<file path="config.mk">
export PLATFORM = sky130hd
export DESIGN_NAME = pacman_life_manager
export DESIGN_NICKNAME = d
export VERILOG_FILES = /design/src/rtl/pacman_life_manager.sv
export SDC_FILE = /design/constraint.sdc
export NUM_CORES = 1
export LEC_CHECK = 0
export CORE_UTILIZATION = 47
export DETAILED_ROUTE_END_ITERATION = 7
export PLACE_DENSITY = 0.74
export SYNTH_ARGS = -nofsm -noshare
export SYNTH_HDL_FRONTEND = slang
export SYNTH_SLANG_ARGS = --single-unit
</file>
<file path="constraint.sdc">
create_clock -name clk -period 1.88 [get_ports clk]
set_input_delay 0.376 -clock clk [delete_from_list [all_inputs] [get_ports clk]]
set_output_delay 0.376 -clock clk [all_outputs]
set_load 0.01 [all_outputs]
</file>
<file path="src/rtl/pacman_life_manager.sv">
// Round/lives controller: start-button synchroniser, lives count, READY/DYING hold timers,
// game-over state, and the freeze / sprite_rst / death_pulse strobes for the sprite logic.
module pacman_life_manager #(
   parameter int unsigned LIVES_INIT       = 3,
   parameter int unsigned READY_HOLD_TICKS = 4,
   parameter int unsigned DEATH_HOLD_TICKS = 16
) (
   input  logic       clk,
   input  logic       rst,
   input  logic       tick,
   input  logic       start_btn,
   input  logic       pacman_is_dead,
   output logic       freeze,
   output logic       sprite_rst,
   output logic       death_pulse,
   output logic [2:0] lives,
   output logic       game_over,
   output logic [2:0] state
);

   localparam int unsigned CTR_MAX = (READY_HOLD_TICKS > DEATH_HOLD_TICKS) ?
                                     READY_HOLD_TICKS : DEATH_HOLD_TICKS;
   localparam int unsigned CTR_W   = $clog2(CTR_MAX + 1);
   localparam int unsigned LIVES_W = 3;

   typedef enum logic [2:0] {
      ST_IDLE      = 3'd0,
      ST_READY     = 3'd1,
      ST_PLAY      = 3'd2,
      ST_DYING     = 3'd3,
      ST_RESPAWN   = 3'd4,
      ST_GAME_OVER = 3'd5
   } state_t;

   state_t             state_q, state_d;
   logic [CTR_W-1:0]   ctr_q, ctr_d;
   logic [LIVES_W-1:0] lives_q, lives_d;
   logic               freeze_q, freeze_d;
   logic               sprite_rst_q, sprite_rst_d;
   logic               death_pulse_q, death_pulse_d;
   logic               game_over_q, game_over_d;
   logic               sync1_q, sync2_q, btn_prev_q;
   logic               press;

   // Press is the rising edge of the synchronised button, acted on at the third clock edge.
   assign press = sync2_q & ~btn_prev_q;

   always_comb begin
      state_d       = state_q;
      ctr_d         = ctr_q;
      lives_d       = lives_q;
      sprite_rst_d  = 1'b0;
      death_pulse_d = 1'b0;

      case (state_q)
         ST_IDLE, ST_GAME_OVER: begin
            if (press) begin
               state_d      = ST_READY;
               lives_d      = LIVES_W'(LIVES_INIT);
               sprite_rst_d = 1'b1;
               ctr_d        = CTR_W'(READY_HOLD_TICKS);
            end
         end
         ST_READY: begin
            if (ctr_q != '0) begin
               if (tick) ctr_d = ctr_q - CTR_W'(1);
            end else if (!pacman_is_dead) begin
               state_d = ST_PLAY;
            end
         end
         ST_PLAY: begin
            if (pacman_is_dead) begin
               state_d       = ST_DYING;
               lives_d       = lives_q - LIVES_W'(1);
               death_pulse_d = 1'b1;
               ctr_d         = CTR_W'(DEATH_HOLD_TICKS);
            end
         end
         ST_DYING: begin
            if (tick && ctr_q != '0) begin
               ctr_d = ctr_q - CTR_W'(1);
               if (ctr_q == CTR_W'(1)) begin
                  if (lives_q == '0) begin
                     state_d = ST_GAME_OVER;
                  end else begin
                     state_d      = ST_RESPAWN;
                     sprite_rst_d = 1'b1;
                  end
               end
            end
         end
         ST_RESPAWN: begin
            state_d = ST_READY;
            ctr_d   = CTR_W'(READY_HOLD_TICKS);
         end
         default: begin
            state_d = ST_IDLE;
            ctr_d   = '0;
         end
      endcase

      freeze_d    = (state_d != ST_PLAY);
      game_over_d = (state_d == ST_GAME_OVER);
   end

   always_ff @(posedge clk or posedge rst) begin
      if (rst) begin
         state_q       <= ST_IDLE;
         ctr_q         <= '0;
         lives_q       <= LIVES_W'(LIVES_INIT);
         freeze_q      <= 1'b1;
         sprite_rst_q  <= 1'b0;
         death_pulse_q <= 1'b0;
         game_over_q   <= 1'b0;
         sync1_q       <= 1'b0;
         sync2_q       <= 1'b0;
         btn_prev_q    <= 1'b0;
      end else begin
         state_q       <= state_d;
         ctr_q         <= ctr_d;
         lives_q       <= lives_d;
         freeze_q      <= freeze_d;
         sprite_rst_q  <= sprite_rst_d;
         death_pulse_q <= death_pulse_d;
         game_over_q   <= game_over_d;
         sync1_q       <= start_btn;
         sync2_q       <= sync1_q;
         btn_prev_q    <= sync2_q;
      end
   end

   assign freeze      = freeze_q;
   assign sprite_rst  = sprite_rst_q;
   assign death_pulse = death_pulse_q;
   assign lives       = lives_q;
   assign game_over   = game_over_q;
   assign state       = state_q;

endmodule

</file>
Word-level counts from Yosys, hierarchy flattened:

Cells that the tools add are included.

* bits of input ports: 5
* register bits after elaboration: 18
* output and inout bits: 10
* logic and storage cells: 59

* eq/ne operators: 13
* add/subtract/negate cells: 2
* bitwise operators: 2
* reduce and logical (&&, ||, !) cells: 8
* muxes and demuxes: 24

Operators by type and width (number)
* $mux W5: 5
* $pmux W5 S5: 1
* $mux W3: 8
* $pmux W3 S5: 1
* $ne A2 B2 Y1 const B: 5
* $eq A3 B3 Y1 const B: 3
* $mux W1: 7
* $eq A3 B2 Y1 const B: 2
* $logic_not A3 Y1: 2
* $pmux W3 S2: 1
* $eq A5 B1 Y1 const B: 1
* $reduce_and A5 Y1: 1
* $reduce_bool A5 Y1: 1
* $sub A5 B1 Y5 const B: 1
* $eq A3 B1 Y1 const B: 1
* $ne A3 B2 Y1 const B: 1
* $reduce_and A3 Y1: 1
* $sub A3 B1 Y3 const B: 1
* $pmux W1 S2: 1
* $reduce_bool A2 Y1: 1
* $reduce_or A2 Y1: 1
* $and A1 B1 Y1: 1
* $logic_and A1 B1 Y1: 1
* $not A1 Y1: 1

Depth between registers and ports, before layout:

* depth in word-level cells: 6
* depth in mapped cells: 6

Worst setup path after synthesis:

No wires, ideal clock.

* kind: register -> register
* start: register ctr_q[0]
* end: register freeze_q, in the netlist freeze
* required time: 1.803 ns
* clock period less this slack: 1.753 ns
* setup slack: 0.127 ns
* cell stages (with the launch flop): 6
* library setup time: 0.077 ns
* arrival: 1.676 ns
* path through: dfrtp_1 inv_1 ha_1 or4b_4 or4_4 a21o_1

* word-level cells in the longest chain between the ends: 5
* elaborated cells on any way between the ends: 8
* those cells by class: eq/ne (2); mux (4); reduce/logical (2)

RTL lines
* start, declared: RTL line 36 `logic [CTR_W-1:0] ctr_q, ctr_d;`
* start signal, assigned: RTL line 120 `ctr_q <= ctr_d;`
* $eq A5 B1 Y1 / $reduce_bool A5 Y1 (equally long branches): RTL line 82, 65, 80
* $mux W3 / $logic_and A1 B1 Y1 (equally long branches): RTL line 82, 80
* $mux W3: RTL line 80 `if (tick && ctr_q != '0) begin`
* $pmux W3 S5 *: RTL line 55 `case (state_q)`
* $ne A3 B2 Y1 *: RTL line 102 `freeze_d = (state_d != ST_PLAY);`
* named net freeze_d: RTL line 38 `logic freeze_q, freeze_d;`
* end signal, assigned: RTL line 122 `freeze_q <= freeze_d;`
* end, declared: RTL line 38

The timed path passes the listed nets; every way through them passes the cells marked *.
A chain may end at the register's enable or synchronous reset.

Worst setup path after layout:

* start: register ctr_q[1]
* end: register freeze_q, in the netlist freeze

The elaborated chain is that of the path after synthesis.

==> results.md <==
- Diode count: 0
- Area Growth Syn to Fin: 24.5%
- Final Max Tran Viols: 0
- Via Count: 821
- Clock power share: 10.9%
- Initial DRC Count: 23
- Net Sw Power: roughly 0.75 mW
- I/O pin cnt: 15
- Max stage delay on crit path: around 0.50 ns
- Unique masters post-synth: 38
- Pleak: ~0.56 nW
- TritonCTS clock tree: yes
- Sequential Power Share: around a third
- Combinational group share of total power: 54.4%
- Cell Area, Synth: 992 sq um
- Post-DRT Antenna Nets: 0
- Hold path depth: 0
- Final wirelength: 2.18 mm
- Slowest CP cell: or4b_4
- Int Pwr: 1.16 mW
- Post-synthesis sequential area ratio: 45.8%
- R2R Setup Slk: ~0.044 ns
- CP endpoint kind: flop
- First-pass GRT wire length: 3.28 mm
- Fraction of layout cells with a size suffix above 1: 18.3%
- Post-DP HPWL: 1.58 mm
- Initial core utilization: around 50%
- Final setup fails: 0
- Worst Path Required: between 2 and 2.5 ns
- FF-to-FF End: freeze
- CP Class: flop to flop
- Met3 WL: between 100 and 150 um
- Nets@finish: 131
- DRC violation count after routing: 0
- RSZ-0062 raised after global routing: no
- Switching share of power: about two fifths
- Die H: 47.9 um
- Largest delay share family, worst path: simple AND/OR/NAND/NOR gates
- Hold Vio Cnt, Final: 0
- Critical path startpoint category: flop
- Non-Filler Instances: 147
- Avg Vias per Cell: 5.59
- CP Cell Sequence: inv_2 -> ha_2 -> or4b_4 -> or4_4 -> a21o_1
- # port buffers: 14
- Worst slew margin: 78.8%
- Buffer depth of the longest clock path: 2
- Max FO, Critical Path: 4
- Status: complete, no violations
- Fin crit share: a little under 100%
- Max VDD drop: 0.742 mV
- Worst hold path endpoint: sync2_q
- Syn Nets: 109
- Wl on met1: around 920 um
- H-tree level count: 1
- TritonCTS Buffers: 3
- Reg2reg start: ctr_q[1]
- Crit path buffers/inverters: 1
- Area of the core: 1980 sq um
- Hold-fix buffers, CTS: 0
- Min Clock Period, post-route: 1.84 ns
- Pin count of the biggest net entering global routing: 19
- Die area: 2300 sq um
- CTS sink count: 18
- Worst hold-check path type: flop to flop
- Met2 WL: 1.09 mm
- Syn Inst Count: 99
- #FFs+latches synth: 18
- Top sig layer: met4
- Drt first pass iters: 4
- Placed Instances: 142
- PD cells: 1550 nW/um^2
- Clock latency on the worst-skew pair: 0.30 ns
- Worst Tran Pin Value: 0.316 ns
- Clk slew on worst S/H paths: 0.11 ns
- Final Wtd Congestion: 0.893
- Fmax: between 0.5 and 0.6 GHz
- DIE WIDTH: between 40 and 50 um
- Setup TNS: 0 ns
- Max-cap viol count: 0
- Syn. warnings: 0
- Reg2Reg Depth: 5
- Worst Min Path Start: sync1_q
- GRT overflow: 0
- GRT Total Usage: 21.3%
- Skew final: 0.00916 ns
- Mean post-synth cell area: 10.0 sq um
- Vias in the first global route: 713
- Row count: 16
- Initial antenna violation count: 0
- WL/cell: 14.8 um
- Arrival time worst endpoint: 2.08 ns
- Root Driver: clkbuf_4
registers in the layout (all words and copies together), names as in the netlist:
signal       flops
lives            3
game_over        1
btn_prev_q       1
sprite_rst       1
ctr_q            5
death_pulse      1
sync2_q          1
sync1_q          1
freeze           1
state            3
cell usage after synthesis (all sizes together):
master / instances / area [sq um]
a211o: 2 / 17.5
a21o: 3 / 22.5
a21oi: 2 / 10.0
a22o: 1 / 8.76
a22oi: 1 / 7.51
a31oi: 6 / 37.5
and3: 2 / 17.5
and3b: 1 / 8.76
buf: 1 / 11.3
clkbuf: 3 / 11.3
dfrtp: 15 / 375
dfstp: 3 / 78.8
ha: 5 / 62.6
inv: 10 / 37.5
nand2: 8 / 30.0
nand2b: 4 / 25.0
nand3: 2 / 10.0
nand4b: 1 / 8.76
nand4bb: 2 / 22.5
nor2: 4 / 15.0
nor2b: 3 / 18.8
nor3: 3 / 15.0
nor4: 1 / 6.26
nor4b: 1 / 8.76
o211a: 1 / 10.0
o211ai: 2 / 15.0
o21a: 1 / 7.51
o21ai: 3 / 18.8
o21bai: 1 / 7.51
o22a: 1 / 10.0
o31ai: 1 / 7.51
or3: 1 / 6.26
or3b: 1 / 8.76
or4: 1 / 11.3
or4b: 1 / 13.8
xnor2: 1 / 8.76
metrics by stage:
| step | power [mW] | setup slack (ns) | instance area, sq um | hold WS (ns) | utilization, % |
|---|---|---|---|---|---|
| global placement | 1.62 | 0.109 | 1190 | 0.334 | 60.0 |
| floorplan | 1.30 | 0.127 | 992 | 0.312 | - |
| CTS | 1.87 | 0.0301 | 1220 | 0.360 | 61.4 |
| global route | 2.06 | 0.00707 | 1230 | 0.383 | 62.3 |
| detailed placement | 1.67 | 0.0480 | 1190 | 0.336 | 60.0 |
| finish | 1.91 | 0.0442 | 1230 | 0.357 | 62.3 |
layer usage:
| metal | vias up | global-route usage, % |
|---|---|---|
| met4 | 0 | 11.7 |
| met5 | - | 0 |
| met3 | 6 | 4.53 |
| met2 | 35 | 31.9 |
| li1 | 399 | - |
| met1 | 381 | 28.6 |
power by group through the flow:
stage / Combinational [mW] / Clock [mW] / Sequential [mW]
global placement: 0.965 / 0 / 0.655
floorplan: 0.631 / 0 / 0.673
finish: 1.04 / 0.208 / 0.663
CTS: 1.00 / 0.208 / 0.661
detailed placement: 1.00 / 0 / 0.668
global route: 1.15 / 0.226 / 0.681
cells in the final DEF (no fill, tap or decap), types with 2 or more instances in the layout:
master	count
dfstp_2	3
nand2_1	8
nand4bb_1	2
a21oi_1	2
clkdlybuf4s50_1	14
a21o_1	3
inv_1	9
nor3_1	3
o211ai_1	2
a211o_1	2
ha_1	4
nor2_1	4
dfrtp_2	2
nand2b_1	4
o21ai_0	2
clkbuf_4	3
dfrtp_1	13
buf_4	7
a31oi_1	6
nor2b_1	3
nand3_1	2
how the worst max path moves through the flow:
stage              from  endpoint  slack, ns  cells past startpoint
2_1_floorplan  ctr_q[0]    freeze       0.13                      5
3_3_place_gp   ctr_q[1]    freeze       0.11                      5
3_5_place_dp   ctr_q[1]    freeze       0.05                      5
4_1_cts        ctr_q[1]    freeze       0.03                      5
5_1_grt        ctr_q[0]    freeze      0.007                      5
6_report       ctr_q[1]    freeze       0.04                      5
logic make-up (layout without fill, tap and decap cells):
group | count (synthesis) | in the layout | share of synthesized area [%]
compound gates | 25 | 25 | 18.2
fa+ha+maj | 5 | 5 | 6.31
flops | 18 | 18 | 45.8
xor+xnor | 1 | 1 | 0.883
buf+inv | 14 | 35 | 6.05
simple gates | 36 | 36 | 22.8
cell type report:
| cell class | instances | area, sq um |
|---|---|---|
| fill | 155 | 747 |
| clock buffer | 4 | 26.3 |
| tap | 27 | 33.8 |
| inverter | 10 | 37.5 |
| timing repair buffer | 21 | 193 |
| multi-input combinational | 67 | 488 |
| sequential | 18 | 457 |
repair_timing:
item / 4_1_cts / 5_1_grt
resized for setup: 1 / 4
endpoints found under the setup margin: 1 / 3
pin swaps: 0 / 0
buffers inserted: 0 / 1
Note: power is estimated with default switching activity, not from simulation.
